### config.mk
export PLATFORM = sky130hd
export DESIGN_NAME = fsm_control_unit
export DESIGN_NICKNAME = d
export VERILOG_FILES = /design/src/rtl/fsm_control_unit.sv
export SDC_FILE = /design/constraint.sdc
export NUM_CORES = 1
export LEC_CHECK = 0
export BUFFER_PORTS_ARGS = -buffer_cell sky130_fd_sc_hd__buf_4
export CAP_MARGIN = 20
export CORE_MARGIN = 2
export CORE_UTILIZATION = 50
export DETAILED_ROUTE_END_ITERATION = 7
export PLACE_DENSITY = 0.78
export SLEW_MARGIN = 0
export SYNTH_ARGS = -nofsm -noshare
export SYNTH_HDL_FRONTEND = slang
export SYNTH_SLANG_ARGS = --single-unit
### constraint.sdc
create_clock -name clk -period 2.7 [get_ports clk]
set_clock_uncertainty 0.2 [all_clocks]
set_input_delay 0.54 -clock clk [delete_from_list [all_inputs] [get_ports clk]]
set_output_delay 0.54 -clock clk [all_outputs]
set_load 0.005 [all_outputs]
### src/rtl/fsm_control_unit.sv
// Multi-cycle control sequencer: fetch, decode, ALU execute, data-memory access and write-back.
// Define CU_EXT_BRANCH_EN to implement BLT (opcode 7) and BCS (opcode 8); otherwise they decode as illegal.
module fsm_control_unit #(
  parameter int unsigned     PC_W     = 8,
  parameter logic [PC_W-1:0] RESET_PC = '0
) (
  input  logic            clk,
  input  logic            rst,
  output logic            imem_req,
  input  logic            imem_ack,
  input  logic [15:0]     imem_data,
  output logic [PC_W-1:0] pc,
  output logic [15:0]     ir,
  output logic [1:0]      alu_op,
  output logic [2:0]      alu_funct,
  output logic            alu_src_imm,
  input  logic            alu_zero,
  input  logic            alu_negative,
  input  logic            alu_carry,
  output logic [2:0]      flags,
  output logic            mem_rd,
  output logic            mem_wr,
  input  logic            mem_ack,
  output logic            reg_we,
  output logic            wb_sel_mem,
  output logic            halted,
  output logic            illegal,
  output logic [2:0]      state
);

  localparam logic [3:0] OP_NOP   = 4'h0;
  localparam logic [3:0] OP_RTYPE = 4'h1;
  localparam logic [3:0] OP_ADDI  = 4'h2;
  localparam logic [3:0] OP_LOAD  = 4'h3;
  localparam logic [3:0] OP_STORE = 4'h4;
  localparam logic [3:0] OP_BEQ   = 4'h5;
  localparam logic [3:0] OP_BNE   = 4'h6;
`ifdef CU_EXT_BRANCH_EN
  localparam logic [3:0] OP_BLT   = 4'h7;
  localparam logic [3:0] OP_BCS   = 4'h8;
`endif
  localparam logic [3:0] OP_HALT  = 4'hF;

  localparam logic [1:0] ALU_ADD  = 2'b00;
  localparam logic [1:0] ALU_SUB  = 2'b01;
  localparam logic [1:0] ALU_FUNC = 2'b10;
  localparam logic [1:0] ALU_PASS = 2'b11;

  typedef enum logic [2:0] {
    S_FETCH     = 3'd0,
    S_DECODE    = 3'd1,
    S_EXECUTE   = 3'd2,
    S_MEMORY    = 3'd3,
    S_WRITEBACK = 3'd4,
    S_HALT      = 3'd5
  } state_t;

  state_t            state_q;
  state_t            state_d;
  logic [PC_W-1:0]   pc_q;
  logic [15:0]       ir_q;
  logic [2:0]        flags_q;
  logic              illegal_q;
  logic [3:0]        opcode;
  logic              op_legal;
  logic              br_taken;
  logic [PC_W-1:0]   br_off;

  assign opcode    = ir_q[15:12];
  assign br_off    = PC_W'($signed(ir_q[7:0]));
  assign pc        = pc_q;
  assign ir        = ir_q;
  assign flags     = flags_q;
  assign illegal   = illegal_q;
  assign state     = state_q;
  assign alu_funct = ir_q[11:9];

  // Opcode legality and branch resolution against the live ALU flags
  always_comb begin
    op_legal = 1'b1;
    br_taken = 1'b0;
    case (opcode)
      OP_NOP, OP_RTYPE, OP_ADDI, OP_LOAD, OP_STORE, OP_HALT: op_legal = 1'b1;
      OP_BEQ: br_taken = alu_zero;
      OP_BNE: br_taken = !alu_zero;
`ifdef CU_EXT_BRANCH_EN
      OP_BLT: br_taken = alu_negative;
      OP_BCS: br_taken = alu_carry;
`endif
      default: op_legal = 1'b0;
    endcase
  end

  // State register
  always_ff @(posedge clk) begin
    if (rst) begin
      state_q <= S_FETCH;
    end else begin
      state_q <= state_d;
    end
  end

  // Next-state and strobe decode
  always_comb begin
    state_d     = state_q;
    imem_req    = 1'b0;
    mem_rd      = 1'b0;
    mem_wr      = 1'b0;
    reg_we      = 1'b0;
    wb_sel_mem  = 1'b0;
    halted      = 1'b0;
    alu_op      = ALU_PASS;
    alu_src_imm = 1'b0;
    unique case (state_q)
      S_FETCH: begin
        imem_req = 1'b1;
        if (imem_ack) state_d = S_DECODE;
      end
      S_DECODE: begin
        if (opcode == OP_HALT)                   state_d = S_HALT;
        else if (!op_legal || opcode == OP_NOP)  state_d = S_FETCH;
        else                                     state_d = S_EXECUTE;
      end
      S_EXECUTE: begin
        case (opcode)
          OP_RTYPE: begin
            alu_op  = ALU_FUNC;
            state_d = S_WRITEBACK;
          end
          OP_ADDI: begin
            alu_op      = ALU_ADD;
            alu_src_imm = 1'b1;
            state_d     = S_WRITEBACK;
          end
          OP_LOAD, OP_STORE: begin
            alu_op      = ALU_ADD;
            alu_src_imm = 1'b1;
            state_d     = S_MEMORY;
          end
          default: begin
            alu_op  = ALU_SUB;
            state_d = S_FETCH;
          end
        endcase
      end
      S_MEMORY: begin
        mem_rd = (opcode == OP_LOAD);
        mem_wr = (opcode == OP_STORE);
        if (mem_ack) state_d = (opcode == OP_LOAD) ? S_WRITEBACK : S_FETCH;
      end
      S_WRITEBACK: begin
        reg_we     = 1'b1;
        wb_sel_mem = (opcode == OP_LOAD);
        state_d    = S_FETCH;
      end
      S_HALT: halted = 1'b1;
      default: state_d = S_FETCH;
    endcase
  end

  // Architectural registers: PC, instruction, flags and sticky illegal
  always_ff @(posedge clk) begin
    if (rst) begin
      pc_q      <= RESET_PC;
      ir_q      <= '0;
      flags_q   <= '0;
      illegal_q <= 1'b0;
    end else begin
      if (state_q == S_FETCH && imem_ack) begin
        ir_q <= imem_data;
        pc_q <= pc_q + PC_W'(1);
      end
      if (state_q == S_DECODE && !op_legal) illegal_q <= 1'b1;
      if (state_q == S_EXECUTE) begin
        flags_q <= {alu_carry, alu_negative, alu_zero};
        if (br_taken) pc_q <= pc_q + br_off;
      end
    end
  end

endmodule
==> results.md <==
- The die is 65.80 um wide.
- The hold buffer count at CTS is 0.
- The arrival time at the worst endpoint is 1.68 ns.
- The maximum ir drop on the vdd rail is 387.7 uV.
- Summed over all layers, the routed wires come to 4762 um.
- Of the cells placed in the final design, the portion with a size suffix greater than 1 is 28.38%.
- The first global-routing pass estimated 7748 um of wire.
- The clock tree synthesis step divided the H-tree into 2 levels.
- Once placement finished, the instance area stood at 2404 um2.
- In this run the worst setup path begins at state[0].
- The worst setup path is captured at an output pin.
- The classification of the worst-slack hold path is flip-flop to flip-flop.
- The number of hold violations in the final report came to 0.
- In the final routed layout, each cell accounts on average for 13.57 um.
- The global-route congestion overflow total is 0.
- The count of buffers from port buffering is 65.
- The worst register-to-register path has a depth of 8.
- The leakage power is 0.001112 uW.
- The clock drives 31 sinks.
- For this run, asynchronously set or reset flops after synthesis account for 0%.
- In this design, the stage delay of the slowest critical-path cell is 0.75 ns.
- The aggregate global-route resource usage is 23.31%.
- The via count of the first global-routing pass is 1736.
- In this run the remaining antenna-violating nets after routing total 0.
- For the finished layout, the period the worst path requires is 2.421 ns.
- Measured on the finished design, the core utilization comes to 68.87%.
- The average via count per standard cell is 5.459.
- In this run, synthesis produced a sequential element count of 31.
- The root buffer cell chosen for the clock tree is clkbuf_8.
- Data on the critical path is required at its endpoint by 1.96 ns.
- Clock-pin slew was measured on the worst setup and hold paths at 0.07 ns.
- The depth of the worst hold-timing path is 2.
- The number of violations reported at the end of detailed-routing iteration 0 is 74.
- Yosys mapped a number of flops with a built-in enable equal to 0.
- The family with the most delay on the worst path is flip-flops.
- The number of remaining DRC errors is 0.
- With fillers left out, the area of the finished cells amounts to 2521 um2.
- The post-route clock period utilization is 89.65%.
- The count of pins over their slew limit came to 0.
- The first detailed-routing pass ran for 4 iterations.
- Synthesis produced 244 cells.
- Counting buffers and inverters, the worst setup path is 3 cells deep.
- The die area is 4329 um2.
- Once the clock tree was built, the setup fixing pass inserted 0 buffers.
- The number of buffers on the longest clock path is 2.
- The accumulated negative setup slack is 0 ns.
- Setup repair after global routing left no endpoint under its margin.
- The area of the placeable core is 3661 um2.
- In this run the tightest slew margin relative to its limit is 55.43%.
- The count of cells resized by post-cts repair is 0.
- The worst register-to-register path begins at pc[0].
- The initial core utilization is 52.15%.
- The die height is 65.80 um.
- The maximum fanout count along the critical path is 17.
- The kind of launch point of the worst setup path is a flip-flop.
- The number of antenna violations at the first check in global routing is 0.
- The latest clock arrival within the worst-skew pair is 0.28 ns.
- The final weighted congestion in routability-driven placement is 0.8087.
- Yosys printed 0 warnings.
- The highest clock rate is 413.1 MHz.
- The distinct cell type count of the synthesized netlist is 46.
- Sequential cells were found to cover 32.50% of the synthesized design area.
- The most used flip-flop cell after synthesis is dfxtp_1.
- The number of antenna diodes in the final layout is 0.
- The number of placed I/O pins is 66.
- At the end of the flow, the number of nets in the layout was 334.
- The final route contains 1916 vias.
- After synthesis the cells add up to 1909 um2.
- The average cell area after synthesis is 7.825 um2.
- The power per cell area is 487.9 nW/um2.
- The slowest library cell on the worst path is dfxtp_1.
- Setup violations remaining at the end of the flow were counted as 0.
- Together, buffers and inverters on the worst path number 1.
- The flow ran to the end, and the final reports show no timing, DRC or antenna violations.
- The signed area change from the synthesized netlist to the final layout is 32.04%.
- The category of the critical setup timing path is flip-flop to output pin.
- Clock tree synthesis inserted a total of 5 buffers.
- The row count is 22.
- The reported max-cap violation count is 0.
- Detailed placement ended at an HPWL of 3424 um.
- The signal on the critical path passes through nand3_1 > nor3_1 > buf_4.
- TritonCTS built the clock tree.
- Entering global routing, the biggest net connects 37 pins.
- The startpoint identified for the worst hold timing path is ir[8].
- For the pin with the worst max-slew slack, the measured transition is 0.6677 ns.
- The total nets after synthesis is 276.
==> worst reg2reg max path, cell delays in order, from the launching register on <==
cell and delay, ns:
dfxtp_1 0.41, ha_1 0.22, inv_1 0.06, fa_1 0.40, nor2b_1 0.18, o31a_1 0.15, o21ai_0 0.10, a21o_1 0.19
a311oi_1 0.28
==> power by group <==
group | switching [uW] | leakage (uW) | total, uW | internal (uW)
combinational | 103 | 0.000797 | 221 | 118
sequential | 43.1 | 0.000253 | 527 | 484
clock | 183 | 0.0000612 | 481 | 299
total | 329 | 0.00111 | 1230 | 901
==> sequential cells by signal, summed over array words and instances, names as in the netlist <==
register and count:
pc 8, illegal 1, ir 16, flags 3, state 3
==> final timing paths <==
path / to / slack (ns)
worst max register to register: pc[6] / 0.41
worst min-delay path: ir[8] / 0.28
worst min register to register: ir[8] / 0.28
worst max-delay path: mem_rd / 0.28
==> Yosys cell counts, drive strengths merged, types with 3 or more instances <==
cell    number  area share (%)
nand2       42             8.3
dfxtp       31              33
a21oi       25             6.6
nor2        22             4.3
clkbuf      10             2.0
o21ai       10             2.6
a211oi       9             3.8
buf          9             3.3
nor3         9             3.5
ha           8             5.2
inv          7             1.4
nand3        6             1.6
xnor2        6             2.8
nand4        5             1.6
nor4b        5             2.9
mux2i        4             2.1
xor2         4             1.8
and3         3            0.98
nand3b       3             1.2
o211ai       3             1.2
==> cell usage in the layout, fill, tap and decap left out, types with 2 or more instances in the layout <==
master	Yosys	routed
a211oi_1	8	8
nor4b_1	3	3
a21o_1	2	2
nor2b_1	2	2
nand3_1	6	6
nand2_1	42	42
o21bai_1	2	2
buf_4	3	70
nor3_4	2	2
xnor2_1	6	6
clkbuf_8	0	6
mux2i_1	4	4
nor3_1	7	7
ha_1	8	8
a21oi_1	25	25
xor2_1	4	4
nand3b_1	3	3
and3_1	3	3
inv_1	7	7
dfxtp_1	31	31
nand4_1	5	5
o21ai_0	10	10
o211ai_1	3	3
nor2_1	22	22
==> routing by layer <==
layer  GRT usage, %  part of all wire [%]  up-vias
li1               -                     -      976
met1          30.60                    46      890
met2          37.88                    48       45
met3          5.451                   4.8        5
met4          7.292                  0.97        0
met5              0                     0        -
==> metrics by stage <==
step / hold slack, ns / std cells / power (uW) / worst slack, ns
2_1_floorplan: 0.2527 / 244 / 657.8 / 0.6132
3_3_place_gp: 0.2524 / 343 / 754.5 / 0.5438
3_5_place_dp: 0.2697 / 343 / 759.7 / 0.4616
4_1_cts: 0.2803 / 351 / 1236 / 0.2829
5_1_grt: 0.2984 / 351 / 1287 / 0.1744
6_report: 0.2752 / 351 / 1230 / 0.2794
==> area by class of cell <==
| cell class | count | area, um2 |
|---|---|---|
| fill | 330 | 1140 |
| clock buffer | 6 | 82.58 |
| sequential | 31 | 620.6 |
| inverter | 7 | 26.28 |
| tap | 48 | 60.06 |
| multi-input combinational | 187 | 1171 |
| timing repair buffer | 70 | 525.5 |
| clock inverter | 2 | 35.03 |
==> kinds of logic after synthesis <==
group	Yosys count	share of synthesized area (%)
AOI/OAI and AO/OA	59	19.27
buffers and inverters	26	6.619
and+or+nand+nor	105	28.64
adders and majority gates	9	6.291
xor gates and xnor gates	10	4.587
DFF	31	32.50
muxes	4	2.097
Power figures use the tool's default switching activity.
